`src/rtl/dwc_frame_arbiter.sv`:
```
// dwc_frame_arbiter: frame-granular round-robin arbiter sharing one dwc input between N streams
// Optional stall-timeout abort is compiled in with `define DWC_ARB_TIMEOUT_EN
module dwc_frame_arbiter #(
    parameter int N         = 4,
    parameter int IBITS     = 8,
    parameter int FRAME_LEN = 16,
    parameter int TIMEOUT   = 64,
    localparam int IDW      = (N > 1) ? $clog2(N) : 1,
    localparam int CW       = $clog2(FRAME_LEN + 1)
) (
    input  logic               clk,
    input  logic               rst,
    input  logic [N-1:0]       ivld,
    output logic [N-1:0]       irdy,
    input  logic [N*IBITS-1:0] idat,
    output logic               ovld,
    input  logic               ordy,
    output logic [IBITS-1:0]   odat,
    output logic [IDW-1:0]     oid,
    output logic               olast,
    output logic               oabort
);
    typedef enum logic {IDLE, BURST} state_t;

    state_t         state_q, state_d;
    logic [IDW-1:0] gnt_q, gnt_d, last_q, last_d, pick, idx;
    logic [CW-1:0]  cnt_q, cnt_d;
    logic           found, beat, abort;

    if (N < 1 || FRAME_LEN < 1 || TIMEOUT < 1) begin : g_bad_cfg
        $error("dwc_frame_arbiter: N, FRAME_LEN and TIMEOUT must all be >= 1");
    end

`ifdef DWC_ARB_TIMEOUT_EN
    localparam int SW = $clog2(TIMEOUT + 1);
    logic [SW-1:0] stall_q, stall_d;
`endif

    // Round-robin pick: first valid requester after the last one served
    always_comb begin
        pick  = '0;
        found = 1'b0;
        idx   = '0;
        for (int k = 1; k <= N; k++) begin
            idx = IDW'((32'(last_q) + k) % N);
            if (!found && ivld[idx]) begin
                pick  = idx;
                found = 1'b1;
            end
        end
    end

    // Next-state and pass-through datapath: grant is held for a whole frame
    always_comb begin
        state_d = state_q;
        gnt_d   = gnt_q;
        last_d  = last_q;
        cnt_d   = cnt_q;
        irdy    = '0;
        ovld    = 1'b0;
        olast   = 1'b0;
        beat    = 1'b0;
        abort   = 1'b0;
        odat    = idat[32'(gnt_q)*IBITS +: IBITS];
        oid     = gnt_q;
`ifdef DWC_ARB_TIMEOUT_EN
        stall_d = '0;
`endif
        if (state_q == IDLE) begin
            cnt_d = '0;
            if (found) begin
                gnt_d   = pick;
                state_d = BURST;
            end
        end else begin
            ovld        = ivld[gnt_q];
            irdy[gnt_q] = ordy;
            olast       = ovld && (cnt_q == CW'(FRAME_LEN - 1));
            beat        = ovld && ordy;
`ifdef DWC_ARB_TIMEOUT_EN
            abort   = !ivld[gnt_q] && (stall_q == SW'(TIMEOUT - 1));
            stall_d = ivld[gnt_q] ? '0 : stall_q + 1'b1;
`endif
            if (beat) begin
                cnt_d = cnt_q + 1'b1;
                if (olast) begin
                    cnt_d   = '0;
                    last_d  = gnt_q;
                    state_d = IDLE;
                end
            end else if (abort) begin
                last_d  = gnt_q;
                state_d = IDLE;
            end
        end
        oabort = abort;
    end

    // State registers; last starts at N-1 so requester 0 wins first
    always_ff @(posedge clk) begin
        if (rst) begin
            state_q <= IDLE;
            gnt_q   <= '0;
            last_q  <= IDW'(N - 1);
            cnt_q   <= '0;
`ifdef DWC_ARB_TIMEOUT_EN
            stall_q <= '0;
`endif
        end else begin
            state_q <= state_d;
            gnt_q   <= gnt_d;
            last_q  <= last_d;
            cnt_q   <= cnt_d;
`ifdef DWC_ARB_TIMEOUT_EN
            stall_q <= stall_d;
`endif
        end
    end
endmodule

```
`config.mk`:
```
export PLATFORM = sky130hd
export DESIGN_NAME = dwc_frame_arbiter
export DESIGN_NICKNAME = d
export VERILOG_FILES = /design/src/rtl/dwc_frame_arbiter.sv
export SDC_FILE = /design/constraint.sdc
export NUM_CORES = 1
export LEC_CHECK = 0
export ABC_AREA = 0
export BUFFER_PORTS_ARGS = -buffer_cell sky130_fd_sc_hd__clkbuf_2
export CORE_MARGIN = 5
export CORE_UTILIZATION = 44
export DETAILED_ROUTE_END_ITERATION = 10
export PLACE_DENSITY = 0.9
export SLEW_MARGIN = 20
export SYNTH_ARGS = -nofsm -noshare
export SYNTH_HDL_FRONTEND = slang
export SYNTH_SLANG_ARGS = --single-unit
export TNS_END_PERCENT = 100
```
`constraint.sdc`:
```
create_clock -name clk -period 4.65 [get_ports clk]
set_input_delay 1.1625 -clock clk [delete_from_list [all_inputs] [get_ports clk]]
set_output_delay 1.1625 -clock clk [all_outputs]
set_load 0.02 [all_outputs]
```
; ---- Word level (Yosys, flattened, before mapping)
; Index checks and enable logic that the tools add are counted.
[classes]
n_mux = 28
n_mul = 0
n_addsub = 5
bitwise = 2
n_reduce_logical = 12
magnitude_cmp = 6
n_shift = 1
div = 0
eq_ne = 1
[op_table]
columns = cell, count
row1 = indexed part select 32 x 6 -> 8 bit, 1
row2 = two-way mux 1 bit, 16
row3 = < comparator 2 x 3 -> 1 bit (second input constant), 5
row4 = binary-select mux 1 bit (select 2 bit), 5
row5 = two-way mux 2 bit, 4
row6 = logical AND 1 bit, 6
row7 = adder 5 x 1 -> 5 bit (second input constant), 1
row8 = equality test 5 x 4 -> 1 bit (second input constant), 1
row9 = two-way mux 5 bit, 1
row10 = adder 2 x 1 -> 2 bit (second input constant), 2
row11 = adder 2 bit (second input constant), 2
row12 = bitwise AND 4 bit, 1
row13 = two-way mux 4 bit, 1
row14 = logical NOT 1 bit, 3
row15 = AND reduction 3 bit, 1
row16 = demux 1 bit (select 2 bit), 1
row17 = greater-or-equal comparator 2 x 1 -> 1 bit (second input constant), 1
row18 = AND reduction 2 bit, 1
row19 = OR reduction 2 bit, 1
row20 = inverter 1 bit, 1
[totals]
memories = 0
ramBits = 0
latch_bits = 0
output_inout_bits = 17
romBits = 0
elab_cells = 59
regBits = 10
inputBits = 39

; ---- Depth between registers and ports, before layout
[logic_depth]
word_depth = 15
ltp_mapped = 6
mapped_depth_nobuf = 6

; ---- Worst setup path before layout
; Ideal clock, no wire load.
[synth_timing]
path_type = input to output
from = input ivld[1]
to = output olast
path_stages = 4
required_ns = 3.488
n_path_buf = 0
t_arrival_ns = 1.819
setup_slack_ns = 1.668
path_cell_list = mux2_2 -> nor2_1 -> a21oi_1 -> and3_1
[synth_via]
elab_chain_len = 4
[synth_lines]
columns = item, line
row1 = start: declaration, 13  ; input logic [N-1:0] ivld,
row2 = binary-select mux 1 bit (select 2 bit), 76  ; ovld = ivld[gnt_q];
row3 = two-way mux 1 bit (not written as such), 76
row4 = logical AND 1 bit, 78  ; olast = ovld && (cnt_q == CW'(FRAME_LEN - 1));
row5 = two-way mux 1 bit, 69  ; if (state_q == IDLE) begin
row6 = end: declaration, 20  ; output logic olast,
; No other way between the ends. The select of a mux whose other input is x is not followed.

; ---- Worst setup path after layout
[layout_timing]
from = input ivld[0]
to = output olast
; Same word-level chain as after synthesis.

==> summary.md <==
| Metric | Value |
|---|---|
| Initial drt markers | 12 |
| Most frequent cells in the layout | clkbuf_2 (54), nor2_1 (18), dfxtp_1 (10), mux4_2 (8), mux2i_1 (6) |
| Worst EP required | ~3.5 ns |
| Lkg Pwr | ~0.54 nW |
| Cells on worst reg2reg path | 4 |
| Critical Path, Cell by Cell | clkbuf_2, mux2_2, nor2_1, a21oi_1, and3_1, clkbuf_2 |
| Synthesis Warnings | 0 |
| Nets@finish | 190 |
| Gr ovfl total | 0 |
| DP Worst Slack | ~1.4 ns |
| Slew at the pin closest to its max-slew limit | about 0.74 ns |
| Synthesized Nets | around 140 |
| Worst setup SP type | input pin |
| Clock skew | around 0.00033 ns |
| Cts repair resizes | 0 |
| Cell row count | 15 |
| Core Region | between 1500 and 2000 sq um |
| Longest Clk Path Bufs | 2 |
| Peak VDD IR | 0.116 mV |
| Pins Over Slew Limit | 0 |
| Max H-tree Level | 1 |
| Setup Crit Path Kind | input pin to primary output |
| Critical path's slowest cell | mux2_2 |
| Post-DP HPWL | slightly below 2 mm |
| Critical path startpoint | ivld[0] |
| Initial Utilization | 0.476 |
| Chip Height | between 50 and 60 microns |
| Share of cells above drive strength 1 | 0.463 |
| Top cell by count, worst path | clkbuf_2 |
| Setup violations, final | 0 |
| Seq/Total Area, Yosys | 0.236 |
| Die area | 2910 sq um |
| FMAX | a little over 0.3 GHz |
| Unrepaired setup endpoints after global routing | no |
| DR DRC count | 0 |
| DR WL/cell | approximately 13 microns |
| Cell Area, Synth | between 800 and 900 sq um |
| Yosys cell types | 31 |
| Max-slew headroom at the worst pin | 0.506 |
| Commonest non-fill, non-tap cell in the layout | clkbuf_2 |
| Worst skew pair latency | 0.28 ns |
| # IOs | 56 |
| Drt via density | approximately 5.4 |
| Pin count of the biggest net entering global routing | 19 |
| Syn Area/Cell | roughly 9 sq um |
| Final wirelength | between 2 and 2.5 mm |
| Postcts setup bufs | 0 |
| Routability Congestion | ~0.7 |
| Reg-to-reg endpoint | cnt_q[3]$_SDFFE_PP0N_ |
| Worst-path maximum fanout | 4 |
| Post-Syn Instances | 96 |
| Pre-antenna DRT Iters | 4 |
| Power Density | between 200 and 250 nW/um^2 |
| Max cap viols | 0 |
| Vias | 926 |
| Clock Pin Slew Worst Setup and Hold Paths | about 0.07 ns |
| CTS root buf | clkbuf_4 |
| Setup TNS | 0 ns |
| Worst setup endpoint | olast |
| Port Buf Inserts | 54 |
| Die W | around 54 microns |
| Fin. Hold Viols | 0 |
| Vias in the first global route | ~850 |
| Total Routing Usage GR | 0.157 |
| Final min period | between 3 and 4 ns |
| Post-route clock period utilization | 0.703 |
| Crit end category | primary output |
| Worst R2R Start | oid[0]$_SDFFE_PP0P_ |
| Area growth from synthesis to layout | 34.4% |
| Status | finished, final reports clean |
| Number of clock sinks seen by CTS | 10 |
| Post-DRT Antenna Nets | 0 |
| CP max stage delay | roughly 0.3 ns |
| TritonCTS buffer count | 3 |
| FF-to-FF setup slack | about 2.7 ns |
| Cts hold-fix bufs | 0 |
| PnR worst setup slack | ~1.4 ns |
| First-pass GRT wire length | 3.36 mm |
| CTS tree | done |
| Critical path arrival | about 2.1 ns |
| Worst Hold Class | flop to flop |
| Antenna violations before repair | 0 |
| Synth Register Bits | 10 |
| Ant. Diodes | 0 |
Yosys cell counts, drive strengths merged:
cell type	n	area, sq um
nand2b	2	12.5
and2	1	6.26
or4b	1	10.0
nor2	18	67.6
or3b	1	8.76
or4	1	7.51
o21ai	5	25.0
nand3b	1	7.51
dfxtp	10	200
nand3	3	15.0
a31oi	1	6.26
mux2i	6	60.1
o2bb2ai	1	15.0
ha	2	25.0
a21o	1	7.51
mux4	8	180
nor2b	2	12.5
conb	1	3.75
mux2	1	11.3
o221ai	2	17.5
and3	3	18.8
inv	4	15.0
nand2	4	15.0
buf	6	32.5
a2bb2oi	1	8.76
a21oi	4	20.0
nor3	3	15.0
a311oi	2	17.5
o22ai	1	6.26
worst max-delay path: cells and delay by family:
family          cells  cell delay [ns]
mux                 1             0.30
buf+inv             2             0.26
compound gates      1             0.07
simple gates        2             0.31
logic make-up after synthesis:
group,synth area share
and+or+nand+nor,0.232
AOI/OAI and AO/OA,0.146
muxes,0.296
buffers and inverters,0.0560
DFF,0.236
adders and majority gates,0.0295
other,0.00442
stage by stage:
| step | power [mW] | hold WS, ns | area (sq um) | std cells | utilization |
|---|---|---|---|---|---|
| 2_1_floorplan | 0.163 | 0.453 | 848 | 96 | - |
| 3_3_place_gp | 0.194 | 0.471 | 1120 | 169 | 0.627 |
| 3_5_place_dp | 0.196 | 0.482 | 1120 | 169 | 0.627 |
| 4_1_cts | 0.257 | 0.493 | 1140 | 172 | 0.639 |
| 5_1_grt | 0.269 | 0.516 | 1140 | 172 | 0.639 |
| 6_report | 0.257 | 0.494 | 1140 | 172 | 0.639 |
cell type report:
class	count	area, sq um
repair buffers	54	270
fillers	143	643
inverters	4	15.0
well taps	25	31.3
flip-flops and latches	10	200
multi-input cells	76	601
clock buffers	3	22.5
state kept, by name, summed over array words and instances (netlist names):
name     count
cnt_q        5
last_q       2
oid          2
state_q      1
where the power goes:
part / internal [mW] / leakage [nW] / total (mW) / switching [mW]
logic: 0.0472 / 0.443 / 0.0942 / 0.0471
clock network: 0.0301 / 0.0138 / 0.0632 / 0.0331
registers: 0.0885 / 0.0815 / 0.0995 / 0.0110
total: 0.166 / 0.538 / 0.257 / 0.0912
worst min path at each step:
stage / start / cells past startpoint / end / slack (ns)
after floorplan: cnt_q[3]$_SDFFE_PP0N_ / 2 / cnt_q[3]$_SDFFE_PP0N_ / 0.45
after global placement: cnt_q[3]$_SDFFE_PP0N_ / 2 / cnt_q[3]$_SDFFE_PP0N_ / 0.47
after detailed placement: cnt_q[3]$_SDFFE_PP0N_ / 2 / cnt_q[3]$_SDFFE_PP0N_ / 0.48
after CTS: cnt_q[3]$_SDFFE_PP0N_ / 2 / cnt_q[3]$_SDFFE_PP0N_ / 0.49
after global routing: cnt_q[3]$_SDFFE_PP0N_ / 2 / cnt_q[3]$_SDFFE_PP0N_ / 0.52
final: cnt_q[3]$_SDFFE_PP0N_ / 2 / cnt_q[3]$_SDFFE_PP0N_ / 0.49
routing by layer:
layer / wire, microns / vias up / global-route usage
met5: 0 / - / 0
met4: 54 / 0 / 0.0894
met3: 321 / 5 / 0.0360
met2: 1060 / 51 / 0.304
met1: 862 / 406 / 0.148
li1: - / 464 / -
Note: power is estimated with default switching activity, not from simulation.
